<file path="config.mk">
export PLATFORM = sky130hd
export DESIGN_NAME = slip_divider
export DESIGN_NICKNAME = d
export VERILOG_FILES = /design/src/rtl/slip_divider.sv
export SDC_FILE = /design/constraint.sdc
export NUM_CORES = 1
export LEC_CHECK = 0
export CAP_MARGIN = 10
export CORE_MARGIN = 2
export CORE_UTILIZATION = 36
export CTS_BUF_LIST = sky130_fd_sc_hd__clkbuf_4 sky130_fd_sc_hd__clkbuf_8 sky130_fd_sc_hd__clkbuf_16
export DETAILED_ROUTE_END_ITERATION = 16
export PLACE_DENSITY_LB_ADDON = 0.08
export SKIP_CTS_REPAIR_TIMING = 1
export SLEW_MARGIN = 20
export SYNTH_ARGS = -nofsm -noshare
export SYNTH_HDL_FRONTEND = slang
export SYNTH_SLANG_ARGS = --single-unit
</file>
<file path="constraint.sdc">
create_clock -name clk_i -period 4.1 [get_ports clk_i]
set_input_delay 0.82 -clock clk_i [delete_from_list [all_inputs] [get_ports clk_i]]
set_output_delay 0.82 -clock clk_i [all_outputs]
set_load 0.01 [all_outputs]
</file>
<file path="src/rtl/slip_divider.sv">
// Sequential restoring divider: one quotient bit per clock via a (WIDTH+1)-bit trial subtraction.
// Define SLIP_DIVIDER_SIGNED_EN for two's-complement operands (adds one FIX cycle of latency).
module slip_divider #(
  parameter int WIDTH = 16
) (
  input  logic             clk_i,
  input  logic             reset_i,
  input  logic             start_i,
  input  logic [WIDTH-1:0] dividend_i,
  input  logic [WIDTH-1:0] divisor_i,
  output logic             busy_o,
  output logic             done_o,
  output logic [WIDTH-1:0] quotient_o,
  output logic [WIDTH-1:0] remainder_o,
  output logic             dz_o
);

  localparam int CW = (WIDTH > 2) ? $clog2(WIDTH) : 1;
  localparam logic [CW-1:0]    CNT_LOAD = CW'(WIDTH - 1);
  localparam logic [WIDTH-1:0] ONE      = WIDTH'(1);

`ifdef SLIP_DIVIDER_SIGNED_EN
  typedef enum logic [1:0] {IDLE = 2'd0, RUN = 2'd1, FIX = 2'd2} state_t;
`else
  typedef enum logic [1:0] {IDLE = 2'd0, RUN = 2'd1} state_t;
`endif

  state_t           state_q;
  logic [WIDTH-1:0] r_q, q_q, d_q;
  logic [CW-1:0]    cnt_q;
  logic             dz_flag_q;
  logic [WIDTH:0]   trial_d;
  logic [WIDTH-1:0] r_d, q_d;
  logic [WIDTH-1:0] dvd_mag_d, dsr_mag_d;
`ifdef SLIP_DIVIDER_SIGNED_EN
  logic             dvd_neg_q, sign_diff_q;
`endif

  // Operand magnitudes at load and one restoring-division step
  always_comb begin
`ifdef SLIP_DIVIDER_SIGNED_EN
    dvd_mag_d = dividend_i[WIDTH-1] ? (~dividend_i + ONE) : dividend_i;
    dsr_mag_d = divisor_i[WIDTH-1]  ? (~divisor_i + ONE)  : divisor_i;
`else
    dvd_mag_d = dividend_i;
    dsr_mag_d = divisor_i;
`endif
    trial_d = {r_q, q_q[WIDTH-1]} - {1'b0, d_q};
    if (!trial_d[WIDTH]) begin
      r_d = trial_d[WIDTH-1:0];
      q_d = {q_q[WIDTH-2:0], 1'b1};
    end else begin
      // Restore: the shifted partial remainder is below D, so it fits in WIDTH bits
      r_d = {r_q[WIDTH-2:0], q_q[WIDTH-1]};
      q_d = {q_q[WIDTH-2:0], 1'b0};
    end
  end

  // Control FSM, datapath registers and registered outputs
  always_ff @(posedge clk_i) begin
    if (reset_i) begin
      state_q     <= IDLE;
      r_q         <= '0;
      q_q         <= '0;
      d_q         <= '0;
      cnt_q       <= '0;
      dz_flag_q   <= 1'b0;
      busy_o      <= 1'b0;
      done_o      <= 1'b0;
      quotient_o  <= '0;
      remainder_o <= '0;
      dz_o        <= 1'b0;
`ifdef SLIP_DIVIDER_SIGNED_EN
      dvd_neg_q   <= 1'b0;
      sign_diff_q <= 1'b0;
`endif
    end else begin
      done_o <= 1'b0;
      case (state_q)
        IDLE: begin
          if (start_i) begin
            r_q         <= '0;
            q_q         <= dvd_mag_d;
            d_q         <= dsr_mag_d;
            cnt_q       <= CNT_LOAD;
            dz_flag_q   <= (divisor_i == '0);
            quotient_o  <= '0;
            remainder_o <= '0;
            dz_o        <= 1'b0;
            busy_o      <= 1'b1;
            state_q     <= RUN;
`ifdef SLIP_DIVIDER_SIGNED_EN
            dvd_neg_q   <= dividend_i[WIDTH-1];
            sign_diff_q <= dividend_i[WIDTH-1] ^ divisor_i[WIDTH-1];
`endif
          end else begin
            busy_o <= 1'b0;
          end
        end
        RUN: begin
          r_q <= r_d;
          q_q <= q_d;
          if (cnt_q == '0) begin
`ifdef SLIP_DIVIDER_SIGNED_EN
            state_q <= FIX;
`else
            quotient_o  <= q_d;
            remainder_o <= r_d;
            dz_o        <= dz_flag_q;
            done_o      <= 1'b1;
            busy_o      <= 1'b0;
            state_q     <= IDLE;
`endif
          end else begin
            cnt_q <= cnt_q - {{(CW-1){1'b0}}, 1'b1};
          end
        end
`ifdef SLIP_DIVIDER_SIGNED_EN
        FIX: begin
          // Zero divisor keeps the all-ones quotient; remainder sign follows the dividend
          if (dz_flag_q) begin
            quotient_o <= '1;
          end else if (sign_diff_q) begin
            quotient_o <= ~q_q + ONE;
          end else begin
            quotient_o <= q_q;
          end
          remainder_o <= dvd_neg_q ? (~r_q + ONE) : r_q;
          dz_o        <= dz_flag_q;
          done_o      <= 1'b1;
          busy_o      <= 1'b0;
          state_q     <= IDLE;
        end
`endif
        default: begin
          busy_o  <= 1'b0;
          state_q <= IDLE;
        end
      endcase
    end
  end

endmodule
</file>
==> flow_metrics.env, run 1 <==
export IMPL_diodes=0
export IMPL_crit_path_end_kind="flop"
export IMPL_ff2ff_path_depth=11
export IMPL_fin_crit_sh_pct=75.7
export IMPL_ant_nets=0
export IMPL_vdd_ir_drop_max_mv=0.320
export IMPL_yosysWarnings=0
export IMPL_cts_buffers=9
export IMPL_syn2layout_area_growth_pct=23.9
export IMPL_period_minus_slack_ns=3.10
export IMPL_wl_um=11900
export IMPL_crit_required_ns=4.31
export IMPL_crit_slowest_cell="xor2_4"
export IMPL_wire_per_inst_um=14.7
export IMPL_place_area_um2=5440
export IMPL_netlist_area_um2=4620
export IMPL_power_w=0.00394
export IMPL_cts_tree="yes"
export IMPL_synth_top_cell_by_area="dfxtp_1"
export IMPL_grt_pass1_vias=3834
export IMPL_grt_max_degree=74
export IMPL_drive_gt1_share_pct=6.08
export IMPL_cp_cell_sequence="inv_1 > ha_1 > inv_1 > fa_1 > a211oi_1 > o211ai_1 > nand2_2 > a31oi_4 > xor2_4 > mux2i_1 > o21ai_1"
export IMPL_syn_avg_cell_area_um2=7.90
export IMPL_start_util_pct=36.7
export IMPL_status="finished clean"
export IMPL_place_ws_ns=1.00
export IMPL_synth_seq_area_share_pct=38.6
export IMPL_hold_start="remainder_o[11]$_SDFFE_PP0P_"
export IMPL_rsz0062_at_grt="false"
export IMPL_leakagePower_nw=2.14
export IMPL_clock_path_buffers=2
export IMPL_place_congestion=0.812
export IMPL_worst_ep_arrival_time_ns=3.32
export IMPL_final_hold_viol_count=0
export IMPL_synth_top_cell_area_share_pct=38.6
export IMPL_setup_tns_ns=0
export IMPL_grt_use_total_pct=18.3
export IMPL_cpMostUsedCell="inv_1"
export IMPL_final_nets=689
export IMPL_maxSlewViolCount=0
export IMPL_holdPathStages=2
export IMPL_synth_edf_count=0
export IMPL_die_area_um2=13700
export IMPL_setup_ws_ns=0.996
export IMPL_finalSetupViolCount=0
export IMPL_dr_pass1_iters=4
export IMPL_clk_latency_ns=0.34
export IMPL_die_h_um=117
export IMPL_crit_fanout=25
export IMPL_hold_path_class="reg2reg"
export IMPL_syn_inst=584
export IMPL_crit_start="q_q[15]$_SDFFE_PP0P_"
export IMPL_ys_ff_latch=89
export IMPL_row_count=41
export IMPL_io_pin_count=70
export IMPL_worstMarginPinSlew_ns=0.823
export IMPL_syn_nets=637
export IMPL_synth_cell_types=56
export IMPL_clkSinkCount=89
export IMPL_synthFlopType="dfxtp_1"
export IMPL_grt_pass1_wl_um=19500
export IMPL_cp_slowest_stage_delay_ns=0.74
export IMPL_synthTopCellsByArea="dfxtp_1 (39%), nand2_1 (7.9%), mux2i_1 (7.2%)"
export IMPL_io_buffers=69
export IMPL_start_kind="flop"
export IMPL_die_x_um=117
export IMPL_slew_headroom_pct=45.2
export IMPL_postSynth_asyncResetShare_pct=0
export IMPL_antenna_found_initial=0
export IMPL_clock_root_buffer="clkbuf_16"
export IMPL_drc_errors=0
export IMPL_criticalPathCategory="reg2reg"
export IMPL_path_clk_slew_ns=0.07
export IMPL_stdcell_area_um2=5720
export IMPL_skew_ns=0.0100
export IMPL_r2r_start="q_q[15]$_SDFFE_PP0P_"
export IMPL_overflow=0
export IMPL_first_iter_violations=290
export IMPL_cts_htree_levels=3
export IMPL_power_density_nw_per_um2=689
export IMPL_core_region_area_um2=12600
export IMPL_dp_hpwl_um=8490
export IMPL_fmax_ghz=0.322
export IMPL_vias=4156
export IMPL_max_cap_viol_count=0
export IMPL_viasPerCell=5.11
[cell usage after synthesis (2+ instances only)]
cell type,instances
xnor2_1,6
inv_1,22
and2_1,4
nor3_1,12
dfxtp_1,89
or2_1,3
nand2b_1,7
buf_6,2
a21oi_1,63
nor4_1,6
a31oi_1,2
nand2_1,97
nand3_1,29
o21ai_1,16
nor3b_1,3
xor2_1,9
ha_1,17
o21bai_1,4
buf_2,2
nand3b_1,3
and3_1,4
o21ai_0,7
mux2i_1,33
buf_1,10
a211oi_1,6
o211ai_1,6
nand4_1,6
nor2b_1,2
nor2_1,65
clkbuf_1,21
nand2_2,2
a2111oi_0,2
[area by class of cell]
class,instances,area [µm²]
multi-input combinational,437,2610
fill,1283,6850
sequential,89,1780
clock inverter,4,28.8
tap,172,215
clock buffer,12,254
timing repair buffer,77,746
inverter,22,82.6
[where the power goes]
group          internal (W)  leakage, nW  switching [W]
Combinational      0.000856         1.28        0.00120
Sequential         0.000987        0.727       0.000114
Clock              0.000441        0.136       0.000344
[state kept, by name (all words and copies together), names as in the netlist]
signal       cells
busy_o           1
cnt_q            4
d_q             16
done_o           1
dz_flag_q        1
dz_o             1
q_q             16
quotient_o      16
r_q             16
remainder_o     16
state_q          1
[worst paths after layout]
path                                                      to  slack [ns]
worst min register to register  remainder_o[11]$_SDFFE_PP0P_        0.45
worst max register to register          r_q[11]$_SDFFE_PP0P_         1.0
worst min-delay path            remainder_o[11]$_SDFFE_PP0P_        0.45
worst max-delay path                    r_q[11]$_SDFFE_PP0P_         1.0
[cells by family after synthesis]
kind of cell             after synthesis  share of synthesized area [%]
flip-flops                            89                           38.6
AND/OR/NAND/NOR                      249                           24.4
AO/OA/AOI/OAI                        121                           16.2
buffers and inverters                 58                           5.18
multiplexers                          33                           7.16
adder cells (fa/ha/maj)               18                           5.04
XOR/XNOR                              16                           3.44
[worst max-delay path: cells and delay by family, from the launching register on]
family | cells | cell delay (ns)
buf+inv | 2 | 0.11
mux | 1 | 0.32
fa+ha+maj | 2 | 0.57
compound gates | 4 | 0.77
simple gates | 1 | 0.12
flops | 1 | 0.33
xor+xnor | 1 | 0.74
[metrics by stage]
stage | hold WS, ns | std cells | utilization, %
floorplan | 0.432 | 584 | -
global placement | 0.441 | 797 | 43.3
detailed placement | 0.448 | 797 | 43.3
CTS | 0.458 | 813 | 45.5
global route | 0.476 | 813 | 45.5
finish | 0.452 | 813 | 45.5
[metal layers]
layer	vias to the layer above	routed length [µm]	global-route usage [%]
met5	-	0	0
met4	0	211	6.43
met3	14	428	2.99
met2	77	5370	28.5
met1	1952	5920	25.8
li1	2113	-	-
[placed cells by master (no fill, tap or decap), drive strengths merged, types with 9 or more instances in the layout]
cell / n
clkdlybuf4s50: 68
a21oi: 64
nand2: 99
o21ai: 23
xor2: 10
ha: 17
nor2: 65
buf: 9
nor3: 12
nand3: 29
inv: 22
dfxtp: 89
clkbuf: 12
mux2i: 33
(Power assumes the default switching activity.)
==> run 2, diff against run 1 <==
- clock period: 4.1 -> 2.66 ns (I/O delays scaled with it)
==> flow_metrics.env, run 2 (same netlist as run 1, synthesis figures left out) <==
export IMPL_start_util_pct=36.7
export IMPL_cpMostUsedCell="inv_1"
export IMPL_intPower_w=0.00390
export IMPL_io_buffers=69
export IMPL_drive_gt1_share_pct=10.0
export IMPL_cp_cell_sequence="inv_1 > ha_1 > inv_1 > fa_1 > a211oi_2 > o211ai_1 > nand2_2 > a31oi_4 > buf_6 > and3_1 > a2111oi_2 > nor2_1"
export IMPL_clock_path_buffers=2
export IMPL_place_congestion=0.851
export IMPL_dp_hpwl_um=9090
export IMPL_die_h_um=117
export IMPL_die_area_um2=13700
export IMPL_die_x_um=117
export IMPL_clkSinkCount=89
export IMPL_io_pin_count=70
export IMPL_seqCellArea_um2=1780
export IMPL_ant_nets=0
export IMPL_path_clk_slew_ns=0.06
export IMPL_dr_pass1_iters=4
export IMPL_layout_common_cells="nand2_1 (97), dfxtp_1 (88), clkdlybuf4s50_1 (68)"
export IMPL_crit_slowest_cell="fa_1"
export IMPL_instances_no_fill=832
export IMPL_row_count=41
export IMPL_clkPwrFrac_pct=18.7
export IMPL_stdcell_area_um2=5920
export IMPL_diodes=0
export IMPL_overflow=0
export IMPL_holdWs_ns=0.450
export IMPL_criticalPathCategory="reg2reg"
export IMPL_pwr_share_comb_pct=55.7
export IMPL_crit_required_ns=2.87
export IMPL_grt_pass1_vias=3927
export IMPL_core_region_area_um2=12600
export IMPL_wire_per_inst_um=15.0
export IMPL_clk_latency_ns=0.35
export IMPL_worst_ep_arrival_time_ns=2.73
export IMPL_maxSlewViolCount=0
export IMPL_grt_use_total_pct=19.0
export IMPL_grt_max_degree=36
export IMPL_fin_crit_sh_pct=94.7
export IMPL_viasPerCell=5.08
export IMPL_antenna_found_initial=0
export IMPL_syn2layout_area_growth_pct=28.3
export IMPL_vias=4227
export IMPL_p_switching_w=0.00273
export IMPL_cp_slowest_stage_delay_ns=0.40
export IMPL_cts_tree="yes"
export IMPL_cts_buffers=9
export IMPL_final_nets=708
export IMPL_setup_tns_ns=0
export IMPL_place_inst=813
export IMPL_layout_commonest_cell="nand2_1"
export IMPL_num_fill_cells=1258
export IMPL_power_w=0.00663
export IMPL_finalSetupViolCount=0
export IMPL_worstMarginPinSlew_ns=0.862
export IMPL_start_kind="flop"
export IMPL_drc_errors=0
export IMPL_swShare_pct=41.2
export IMPL_fmax_ghz=0.397
export IMPL_first_iter_violations=226
export IMPL_cts_htree_levels=3
export IMPL_seqPwrFrac_pct=25.6
export IMPL_leakagePower_nw=2.25
export IMPL_vdd_ir_drop_max_mv=0.518
export IMPL_power_density_nw_per_um2=1120
export IMPL_crit_fanout=14
export IMPL_wl_um=12500
export IMPL_grt_pass1_wl_um=20100
export IMPL_status="finished clean"
export IMPL_period_minus_slack_ns=2.52
export IMPL_clock_root_buffer="clkbuf_16"
export IMPL_crit_path_end_kind="flop"
export IMPL_hold_path_class="reg2reg"
export IMPL_skew_ns=0.00861
export IMPL_slew_headroom_pct=42.3
export IMPL_max_cap_viol_count=0
export IMPL_multi_input_area_um2=2650
export IMPL_place_area_um2=5570
export IMPL_final_hold_viol_count=0
## run 2: changes by cell type in the layout (fill, tap and decap cells not counted), moves of 2 or more
cell	delta
a2111oi_0	-2
mux2i_1	-2
buf_4	+17
mux2i_2	+2
a2111oi_2	+2
nor3b_2	+2
nor3b_1	-2
## run 2: layer usage
layer,GRT usage (%),part of all wire (%),vias up
li1,-,-,2157
met1,27.0,51,1984
met2,28.5,45,68
met3,3.14,2.7,18
met4,7.84,2.3,0
met5,0,0,-
## run 2: critical path, delay by kind of cell, from the launching register on
| kind | cells | cell delay [ns] |
|---|---|---|
| DFF | 1 | 0.31 |
| and+or+nand+nor | 3 | 0.37 |
| AOI/OAI and AO/OA | 4 | 0.86 |
| adders and majority gates | 2 | 0.55 |
| buffers and inverters | 3 | 0.30 |
## run 2: worst paths after layout
kind / from / end / slack, ns / depth (start not counted)
setup / recovery: q_q[15]$_SDFFE_PP0P_ / r_q[3]$_SDFFE_PP0P_ / 0.14 / 12
hold / removal: remainder_o[11]$_SDFFE_PP0P_ / remainder_o[11]$_SDFFE_PP0P_ / 0.45 / 2
setup reg to reg: q_q[15]$_SDFFE_PP0P_ / r_q[3]$_SDFFE_PP0P_ / 0.14 / 12
hold reg to reg: remainder_o[11]$_SDFFE_PP0P_ / remainder_o[11]$_SDFFE_PP0P_ / 0.45 / 2
## run 2: cell type report
| cell class | instances | area share, % |
|---|---|---|
| multi-input cells | 437 | 44.8 |
| flip-flops and latches | 89 | 30.1 |
| repair buffers | 96 | 15.3 |
| clock buffers | 13 | 4.41 |
| well taps | 172 | 3.63 |
| inverters | 22 | 1.39 |
| clock inverters | 3 | 0.422 |
## run 2: metrics by stage
| stage | util (%) | setup slack (ns) |
|---|---|---|
| after floorplan | - | 0.221 |
| after global placement | 44.3 | 0.113 |
| after detailed placement | 44.3 | 0.0298 |
| after CTS | 46.6 | 0.0119 |
| after global routing | 47.1 | -0.0326 |
| final | 47.1 | 0.141 |
## run 2: power groups by stage
stage | Combinational, W | Clock, W | Sequential (W)
floorplan | 0.00254 | 0 | 0.00169
global placement | 0.00340 | 0 | 0.00172
detailed placement | 0.00345 | 0 | 0.00172
CTS | 0.00347 | 0.00126 | 0.00169
global route | 0.00401 | 0.00132 | 0.00172
finish | 0.00369 | 0.00124 | 0.00170
